[src/rtl/dpram_arb_pkg.sv]
// rtl/dpram_arb_pkg.sv - shared defaults and helpers for the DPRAM port-B arbiter
package dpram_arb_pkg;

  localparam int          NUM_REQ_DEF   = 3;
  localparam int          ADDR_W_DEF    = 16;
  localparam int          DATA_W_DEF    = 16;
  localparam logic [15:0] PROT_BASE_DEF = 16'hF000;
  localparam int          REQ_ID_W      = $clog2(NUM_REQ_DEF);

  // Requester-id width for an arbitrary requester count, never narrower than one bit.
  function automatic int req_id_width(input int num_req);
    return (num_req > 1) ? $clog2(num_req) : 1;
  endfunction

endpackage

[src/rtl/rr_picker.sv]
// rtl/rr_picker.sv - combinational round-robin select, search starts at last_winner+1
module rr_picker #(
  parameter int NUM_REQ = 3,
  parameter int ID_W    = 2
) (
  input  logic [NUM_REQ-1:0] req,
  input  logic [ID_W-1:0]    last_winner,
  output logic [NUM_REQ-1:0] winner,
  output logic [ID_W-1:0]    winner_id,
  output logic               any_req
);

  logic [NUM_REQ-1:0] above;
  logic [NUM_REQ-1:0] cand;

  // Requesters above last_winner take precedence; otherwise wrap to the lowest index.
  always_comb begin
    above = '0;
    for (int i = 0; i < NUM_REQ; i++) begin
      above[i] = (ID_W'(i) > last_winner);
    end
    cand = ((req & above) != '0) ? (req & above) : req;
    winner    = '0;
    winner_id = '0;
    for (int i = NUM_REQ - 1; i >= 0; i--) begin
      if (cand[i]) begin
        winner    = '0;
        winner[i] = 1'b1;
        winner_id = ID_W'(i);
      end
    end
  end

  assign any_req = |req;

endmodule

[src/rtl/dpram_port_arbiter.sv]
// rtl/dpram_port_arbiter.sv - round-robin sharing of DPRAM port B among on-chip requesters
// Optional fret-table write protection: define DPRAM_ARB_WRITE_PROTECT_EN.
module dpram_port_arbiter
  import dpram_arb_pkg::*;
#(
  parameter int                NUM_REQ   = NUM_REQ_DEF,
  parameter int                ADDR_W    = ADDR_W_DEF,
  parameter int                DATA_W    = DATA_W_DEF,
  parameter logic [ADDR_W-1:0] PROT_BASE = ADDR_W'(PROT_BASE_DEF)
) (
  input  logic                      clk,
  input  logic                      reset,
  input  logic [NUM_REQ-1:0]        req,
  input  logic [NUM_REQ-1:0]        we,
  input  logic [NUM_REQ*ADDR_W-1:0] addr,
  input  logic [NUM_REQ*DATA_W-1:0] wdata,
  output logic [NUM_REQ-1:0]        gnt,
  output logic [NUM_REQ-1:0]        rvalid,
  output logic [DATA_W-1:0]         rdata,
  output logic                      err,
  output logic                      ram_en,
  output logic [ADDR_W-1:0]         ram_addr,
  output logic [DATA_W-1:0]         ram_data,
  input  logic [DATA_W-1:0]         ram_q
);

  localparam int ID_W = req_id_width(NUM_REQ);

`ifdef DPRAM_ARB_WRITE_PROTECT_EN
  localparam bit WP_EN = 1'b1;
`else
  localparam bit WP_EN = 1'b0;
`endif

  logic [ADDR_W-1:0]  addr_a  [NUM_REQ];
  logic [DATA_W-1:0]  wdata_a [NUM_REQ];

  genvar g;
  generate
    for (g = 0; g < NUM_REQ; g++) begin : g_unpack
      assign addr_a[g]  = addr[g*ADDR_W +: ADDR_W];
      assign wdata_a[g] = wdata[g*DATA_W +: DATA_W];
    end
  endgenerate

  logic [ID_W-1:0]    last_winner;
  logic [NUM_REQ-1:0] eligible;
  logic [NUM_REQ-1:0] pick_onehot;
  logic [ID_W-1:0]    pick_id;
  logic               pick_any;
  logic               win_we;
  logic               prot_viol;
  logic               pipe_valid;
  logic [ID_W-1:0]    pipe_id;

  // A requester still holding req during its gnt cycle must not be granted twice.
  assign eligible = req & ~gnt;

  rr_picker #(
    .NUM_REQ (NUM_REQ),
    .ID_W    (ID_W)
  ) u_rr_picker (
    .req         (eligible),
    .last_winner (last_winner),
    .winner      (pick_onehot),
    .winner_id   (pick_id),
    .any_req     (pick_any)
  );

  assign win_we    = pick_any & we[pick_id];
  assign prot_viol = WP_EN && win_we && (pick_id != '0) && (addr_a[pick_id] >= PROT_BASE);

  always_ff @(posedge clk or posedge reset) begin
    if (reset) begin
      gnt         <= '0;
      err         <= 1'b0;
      ram_en      <= 1'b0;
      ram_addr    <= '0;
      ram_data    <= '0;
      last_winner <= ID_W'(NUM_REQ - 1);
      pipe_valid  <= 1'b0;
      pipe_id     <= '0;
    end else begin
      gnt        <= pick_onehot;
      err        <= prot_viol;
      ram_en     <= win_we & ~prot_viol;
      pipe_valid <= pick_any;
      pipe_id    <= pick_id;
      if (pick_any) begin
        ram_addr    <= addr_a[pick_id];
        ram_data    <= wdata_a[pick_id];
        last_winner <= pick_id;
      end
    end
  end

  // Completion lands one cycle after issue, when the registered RAM output reflects it.
  always_ff @(posedge clk or posedge reset) begin
    if (reset) begin
      rvalid <= '0;
    end else begin
      rvalid <= '0;
      if (pipe_valid) begin
        rvalid[pipe_id] <= 1'b1;
      end
    end
  end

  assign rdata = ram_q;

endmodule

[config.mk]
export PLATFORM = sky130hd
export DESIGN_NAME = dpram_port_arbiter
export DESIGN_NICKNAME = d
export VERILOG_FILES = /design/src/rtl/dpram_arb_pkg.sv /design/src/rtl/rr_picker.sv /design/src/rtl/dpram_port_arbiter.sv
export SDC_FILE = /design/constraint.sdc
export NUM_CORES = 1
export LEC_CHECK = 0
export CELL_PAD_IN_SITES_DETAIL_PLACEMENT = 1
export CELL_PAD_IN_SITES_GLOBAL_PLACEMENT = 1
export CORE_MARGIN = 2
export CORE_UTILIZATION = 21
export DETAILED_ROUTE_END_ITERATION = 7
export HOLD_SLACK_MARGIN = 0.12
export PLACE_DENSITY_LB_ADDON = 0.1
export SLEW_MARGIN = 20
export SYNTH_ARGS = -nofsm -noshare
export SYNTH_HDL_FRONTEND = slang
export SYNTH_SLANG_ARGS = --single-unit
[constraint.sdc]
create_clock -name clk -period 1.6 [get_ports clk]
set_clock_uncertainty 0.2 [all_clocks]
set_input_delay 0.32 -clock clk [delete_from_list [all_inputs] [get_ports clk]]
set_output_delay 0.32 -clock clk [all_outputs]
set_load 0.005 [all_outputs]
==> metrics.csv, run 1 <==
stage;metric;value;unit
place;globalplace.congestion;0.708;
die;fp.dieW;108;microns
detailed_routing;via_per_inst;4.53;
timing;hold_violations;0;
yosys;ys_ff_latch;42;
yosys;ys.flop_type;dfrtp_1;
cts;clock-sinks;42;
worst_setup_path;crit_type;flop to flop;
die;die_area;11600;sq um
yosys;synth-compound-area-share;36.5;%
hold_path;hold_path.class;input pin to async pin;
worst_setup_path;slowest_stage;or3b_4;
timing;drv_slew;0;
yosys;ys_async_sr_fraction;100;%
cells_and_area;num_antenna_cells;0;
worst_setup_path;path_max_fanout;5;
timing;rsz0062_at_grt;yes;
yosys;synth_area_leader_cell;dfrtp_1;
timing;post-route-period-util;115;%
place;post_dp_cell_area;3870;sq um
cts;clock-root-buffer;clkbuf_8;
cells_and_area;regArea;1050;sq um
cts;cts_buffer_depth;2;
worst_setup_path;cp_cell_sequence;or3b_4, a32oi_4, buf_6, buf_12, o22ai_1, a21oi_1;
global_route;grt_usage;14.7;%
global_route;antenna_found_initial;0;
timing;whs;0.168;ns
yosys;ys_types;27;
worst_setup_path;worst_setup_path_end_kind;flop;
yosys;synth-edff-count;0;
yosys;avgSynthCellArea;11.3;sq um
cts;cts_buffers;5;
cells_and_area;fill_cells;1168;
worst_setup_path;rr_endpoint;ram_addr[15]$_DFFE_PP0P_;
cts;insertion_delay;0.29;ns
yosys;synth_nets;319;
timing;setup_viol;37;
worst_setup_path;arrival;1.86;ns
die;rows;37;
global_route;overflow;0;
power_and_ir_drop;powerDensity;1590;nW/um^2
timing;post-route-min-period;1.84;ns
run_status;violations;negative setup slack;
timing;fmax;0.544;GHz
yosys;netlist_instances;199;
yosys;synth_top_family_by_area;compound AO/OA/AOI/OAI gates;
worst_setup_path;crit_required;1.62;ns
yosys;synth_mux_area_share;0.444;%
power_and_ir_drop;vdd_drop_max;0.590;mV
detailed_routing;dr.first_iter.drc_count;47;
yosys;ys_seq_area_share;46.7;%
worst_setup_path;start_kind;flop;
yosys;yosys.area_share.simple;4.27;%
worst_setup_path;reg2reg_setup_slack;-0.24;ns
timing;fin_tns_setup;-7.32;ns
die;die_h;108;microns
place;hpwl;6110;microns
detailed_routing;drtAntennaViolNets;0;
detailed_routing;drt_first_pass_iters;4;
place;io_buffers;142;
cts;path_clk_slew;0.08;ns
worst_setup_path;critical_path.top_delay_family;compound AO/OA/AOI/OAI gates;
yosys;synth-adder-area-share;0;%
cells_and_area;multiInputGateArea;1020;sq um
yosys;syn_area;2250;sq um
cells_and_area;mostFrequentLayoutCell;clkdlybuf4s50_1;
power_and_ir_drop;p_leak;0.00163;uW
timing;setup_ws;-0.240;ns
cts;cts_tree;done;
run_status;outcome;finished, violations left;
cells_and_area;syn2layout_area_growth;82.2;%
yosys;synth_area_leaders;dfrtp_1 (46%), o22ai_1 (12%), o22ai_2 (11%), a21oi_2 (7.8%), buf_4 (5.7%);
cells_and_area;drive_gt1_share;27.4;%
detailed_routing;wl_per_cell;17.9;microns
yosys;synth.top_cell.area_share;45.5;%
die;num_io_pins;176;
global_route;grt_pass1_wl;13200;microns
worst_setup_path;crit_buf_inv;2;
worst_setup_path;critPathMaxStageDelay;0.41;ns
detailed_routing;num_vias;2203;
die;core_area;10400;sq um
global_route;grt_pass1_vias;2502;
detailed_routing;wirelength;8700;microns
worst_setup_path;r2r_start;gnt[1]$_DFF_PP0_;
die;start_util;21.7;%
yosys;ys_warn_count;0;
detailed_routing;drcViolationCount;0;
global_route;grt_max_degree;32;
flow_run;maxCapViolations;0;
cells_and_area;final_area;4110;sq um
cts;htree_num_levels;2;
cells_and_area;layout_common_cells;clkdlybuf4s50_1 (102), o22ai_1 (42), dfrtp_1 (41);
cells_and_area;final_nets;469;
yosys;synth-xor-area-share;0;%
worst_setup_path;rr_worst_depth;6;
## through the flow
stage	setup WS, ns	instances	power (uW)	util (%)
2_1_floorplan	-0.186	199	3740	-
3_3_place_gp	-0.579	466	5740	37.3
3_5_place_dp	-0.616	466	5800	37.3
4_1_cts	-0.253	485	6560	39.0
5_1_grt	-0.335	486	7040	39.6
6_report	-0.240	486	6530	39.6
## report_power, final
| group | switching [uW] | leakage [uW] | internal (uW) |
|---|---|---|---|
| Combinational | 1820 | 0.00111 | 2180 |
| Clock | 366 | 0.0000395 | 311 |
| Sequential | 261 | 0.000479 | 1590 |
## synthesized netlist by cell type (2+ instances only)
cell type	n
buf_2	5
o22ai_1	44
nand2b_1	2
and3b_1	2
dfrtp_1	41
o22ai_2	20
inv_1	5
nor3b_1	2
nor2b_1	2
buf_4	17
a21oi_1	13
o21ai_0	3
a21oi_2	20
buf_6	7
clkbuf_1	4
## metal layers
metal	part of all wire, %	global-route usage (%)	routed length (microns)	vias up
li1	-	-	-	1048
met1	44	17.9	3800	1056
met2	48	25.8	4200	94
met3	7.7	4.72	673	5
met4	0.41	2.11	36	0
met5	0	0	0	-
## worst reg2reg max path, stage by stage, from the launching register on
cell,delay (ns)
dfrtp_1,0.40
or3b_4,0.41
a32oi_4,0.27
buf_6,0.18
buf_12,0.12
o22ai_1,0.07
a21oi_1,0.12
## flip-flops by register name (all words and copies together), names as in the netlist
| register | cells |
|---|---|
| ram_addr | 16 |
| ram_data | 16 |
| gnt | 3 |
| rvalid | 3 |
| last_winner | 2 |
| pipe_valid | 1 |
| ram_en | 1 |
## repair_timing
action	CTS	global route
cloned	2	1
setup buffers	9	3
resized for setup	52	17
setup endpoints to repair	77	40
pin swaps	2	7
hold buffers	0	0
## cell families after synthesis
kind of cell / after synthesis
AO/OA/AOI/OAI: 103
flip-flops: 42
buffers and inverters: 39
AND/OR/NAND/NOR: 13
multiplexers: 1
other: 1
## final cells by class
type	count	area share (%)
clock buffers	8	1.95
flip-flops and latches	42	25.6
well taps	136	4.14
multi-input cells	118	24.7
inverters	5	0.457
repair buffers	177	43.1
## how the worst max path moves through the flow
stage	start	to	cells after the start
2_1_floorplan	last_winner[0]$_DFFE_PP0P_	ram_data[1]$_DFFE_PP0P_	6
3_3_place_gp	req[1]	ram_addr[7]$_DFFE_PP0P_	6
3_5_place_dp	req[1]	ram_data[15]$_DFFE_PP0P_	6
4_1_cts	last_winner[0]$_DFFE_PP0P_	ram_addr[0]$_DFFE_PP0P_	7
5_1_grt	gnt[1]$_DFF_PP0_	ram_addr[4]$_DFFE_PP0P_	6
6_report	gnt[1]$_DFF_PP0_	ram_addr[15]$_DFFE_PP0P_	6
No activity file was read; power rests on OpenSTA's default activity.
==> inputs of run 2 (changes only) <==
Settings changed: CAP_MARGIN set to 20.
==> results of run 2 <==
Final layout, timing and power as in run 1 (identical DEF).
==> inputs of run 3 (changes only) <==
Settings changed: PLACE_DENSITY_LB_ADDON 0.1 to 0.08, SKIP_LAST_GASP set to 1.
==> run 3 against run 2 <==
Against the previous run:
- the run still ends with negative setup slack left
- global-route usage is 0.44 points higher
- utilization up 1.3 points
- cell area increased by 3.2%
- via count is 1.3% higher
- sequential cell count did not move
- first-iteration DRC count decreased by 2.1%
- largest cell class unchanged
- highest routed layer unchanged
==> metrics.csv, run 3 (synthesis results as in run 1) <==
stage;metric;value;unit;change
die;start_util;21.7;%;unchanged
place;io_buffers;142;;unchanged
run_status;violations;negative setup slack;;
worst_setup_path;crit_required;1.08;ns;-0.54 ns
global_route;grt_usage;15.1;%;+0.44 points
place;dp.cells;464;;-0.43%
cells_and_area;mostFrequentLayoutCell;clkdlybuf4s50_1;;
cells_and_area;syn2layout_area_growth;88.0;%;
cells_and_area;fill_cells;1169;;+0.086%
detailed_routing;dr.first_iter.drc_count;46;;-2.1%
power_and_ir_drop;total_power;6880;uW;+5.3%
run_status;outcome;finished, violations left;;
worst_setup_path;crit_type;flop to output port;;
timing;post-route-min-period;1.85;ns;+0.0122 ns
cts;clock-sinks;42;;unchanged
timing;drv_slew;0;;unchanged
timing;setup_viol;37;;unchanged
power_and_ir_drop;powerDensity;1620;nW/um^2;+2.1%
cts;clock-root-buffer;clkbuf_8;;
power_and_ir_drop;p_leak;0.00167;uW;+2.5%
global_route;grt_pass1_vias;2555;;+2.1%
detailed_routing;num_vias;2231;;+1.3%
timing;post-route-period-util;116;%;+0.76 points
detailed_routing;wirelength;8850;microns;+1.6%
cts;insertion_delay;0.31;ns;+0.02 ns
global_route;antenna_found_initial;0;;unchanged
worst_setup_path;reg2reg_setup_slack;-0.25;ns;about the same
power_and_ir_drop;vdd_drop_max;0.549;mV;-7.0%
place;hpwl;6160;microns;+0.76%
cells_and_area;final_nets;468;;-0.21%
cells_and_area;top_regs;ram_addr: 16 flops, ram_data: 16 flops;;
cts;htree_num_levels;2;;unchanged
die;die_area;11600;sq um;unchanged
die;rows;37;;unchanged
flow_run;maxCapViolations;0;;unchanged
detailed_routing;drcViolationCount;0;;unchanged
worst_setup_path;path_max_fanout;4;;-1
cells_and_area;layout_common_cells;clkdlybuf4s50_1 (102), dfrtp_1 (40), dlygate4sd2_1 (38);;
timing;fmax;0.540;GHz;-0.66%
global_route;grt_pass1_wl;13500;microns;+2.5%
worst_setup_path;arrival;1.33;ns;-0.53 ns
detailed_routing;via_per_inst;4.60;;+1.5%
die;die_h;108;microns;unchanged
hold_path;hold_path.class;flop to flop;;
timing;setup_ws;-0.252;ns;-0.0122 ns
cts;cts_buffers;5;;unchanged
die;num_io_pins;176;;unchanged
worst_setup_path;worst_setup_path_end_kind;output port;;
detailed_routing;drt_first_pass_iters;4;;unchanged
cts;cts_tree;done;;
place;globalplace.congestion;0.706;;-0.35%
global_route;overflow;0;;unchanged
cts;path_clk_slew;0.09;ns;about the same
detailed_routing;drtAntennaViolNets;0;;unchanged
timing;rsz0062_at_grt;yes;;
global_route;grt_max_degree;25;;-22%
cells_and_area;drive_gt1_share;31.5;%;+4.1 points
cts;cts_buffer_depth;2;;unchanged
detailed_routing;wl_per_cell;18.2;microns;+1.8%
cells_and_area;num_antenna_cells;0;;unchanged
cells_and_area;fin_cells;485;;-0.21%
cells_and_area;final_util;40.9;%;+1.3 points
die;core_area;10400;sq um;unchanged
worst_setup_path;start_kind;flop;;
timing;hold_violations;0;;unchanged
die;fp.dieW;108;microns;unchanged
-- run 3: changes by cell type in the layout (fill, tap and decap cells not counted), sizes merged --
cell,change
clkdlybuf4s15,-2
dlygate4sd2,+1
clkinv,+2
clkbuf,-4
bufinv,+1
dlygate4sd3,+1
-- run 3: area by class of cell --
| cell class | instances | area, sq um | share of cell area (%) |
|---|---|---|---|
| inverters | 5 | 18.8 | 0.443 |
| well taps | 136 | 170 | 4.01 |
| flip-flops and latches | 42 | 1050 | 24.9 |
| repair buffers | 176 | 1790 | 42.3 |
| clock buffers | 5 | 68.8 | 1.62 |
| clock inverters | 3 | 40.0 | 0.945 |
| multi-input cells | 118 | 1090 | 25.8 |
-- run 3: worst paths after layout --
path,start,endpoint,depth (start not counted)
max,gnt[1]$_DFF_PP0_,gnt[1],4
min in group asynchronous,reset,gnt[0]$_DFF_PP0_,3
max in group asynchronous,reset,ram_data[9]$_DFFE_PP0P_,4
min,pipe_valid$_DFF_PP0_,rvalid[2]$_DFF_PP0_,1
max reg2reg,last_winner[0]$_DFFE_PP0P_,ram_addr[5]$_DFFE_PP0P_,5
min reg2reg,pipe_valid$_DFF_PP0_,rvalid[2]$_DFF_PP0_,1
-- run 3: timing repair --
action / 4_1_cts / 5_1_grt
hold buffers: 1 / 0
cloned: 2 / 0
endpoints found under the hold margin: 5 / 0
buffers inserted: 13 / 2
endpoints found under the setup margin: 75 / 40
resized for setup: 77 / 19
pin swaps: 13 / 2
-- run 3: worst max-delay path, stage by stage, from the launching register on --
cell and delay (ns):
dfrtp_1 0.41, buf_4 0.14, buf_4 0.12, buf_6 0.11, dlygate4sd2_1 0.25
-- run 3: report_power, final --
| part | total [uW] | switching (uW) | internal (uW) |
|---|---|---|---|
| clock network | 869 | 408 | 460 |
| logic | 4150 | 1890 | 2260 |
| registers | 1870 | 276 | 1590 |
-- run 3: per-stage QoR --
step                area (sq um)  TNS (ns)  hold WS [ns]  worst slack (ns)
finish                      4240     -7.90         0.351            -0.252
global route                4240    -10.58         0.395            -0.324
floorplan                   2250     -5.40         0.272            -0.186
CTS                         4230     -8.06         0.358            -0.259
detailed placement          3850    -23.24         0.336            -0.675
global placement            3850    -22.62         0.320            -0.664
-- run 3: layer usage --
layer | vias to the layer above | track usage, % | wire [microns]
met5 | - | 0 | 0
met4 | 0 | 3.02 | 57
met3 | 5 | 5.02 | 801
met2 | 105 | 26.5 | 4350
met1 | 1081 | 18.0 | 3640
li1 | 1040 | - | -
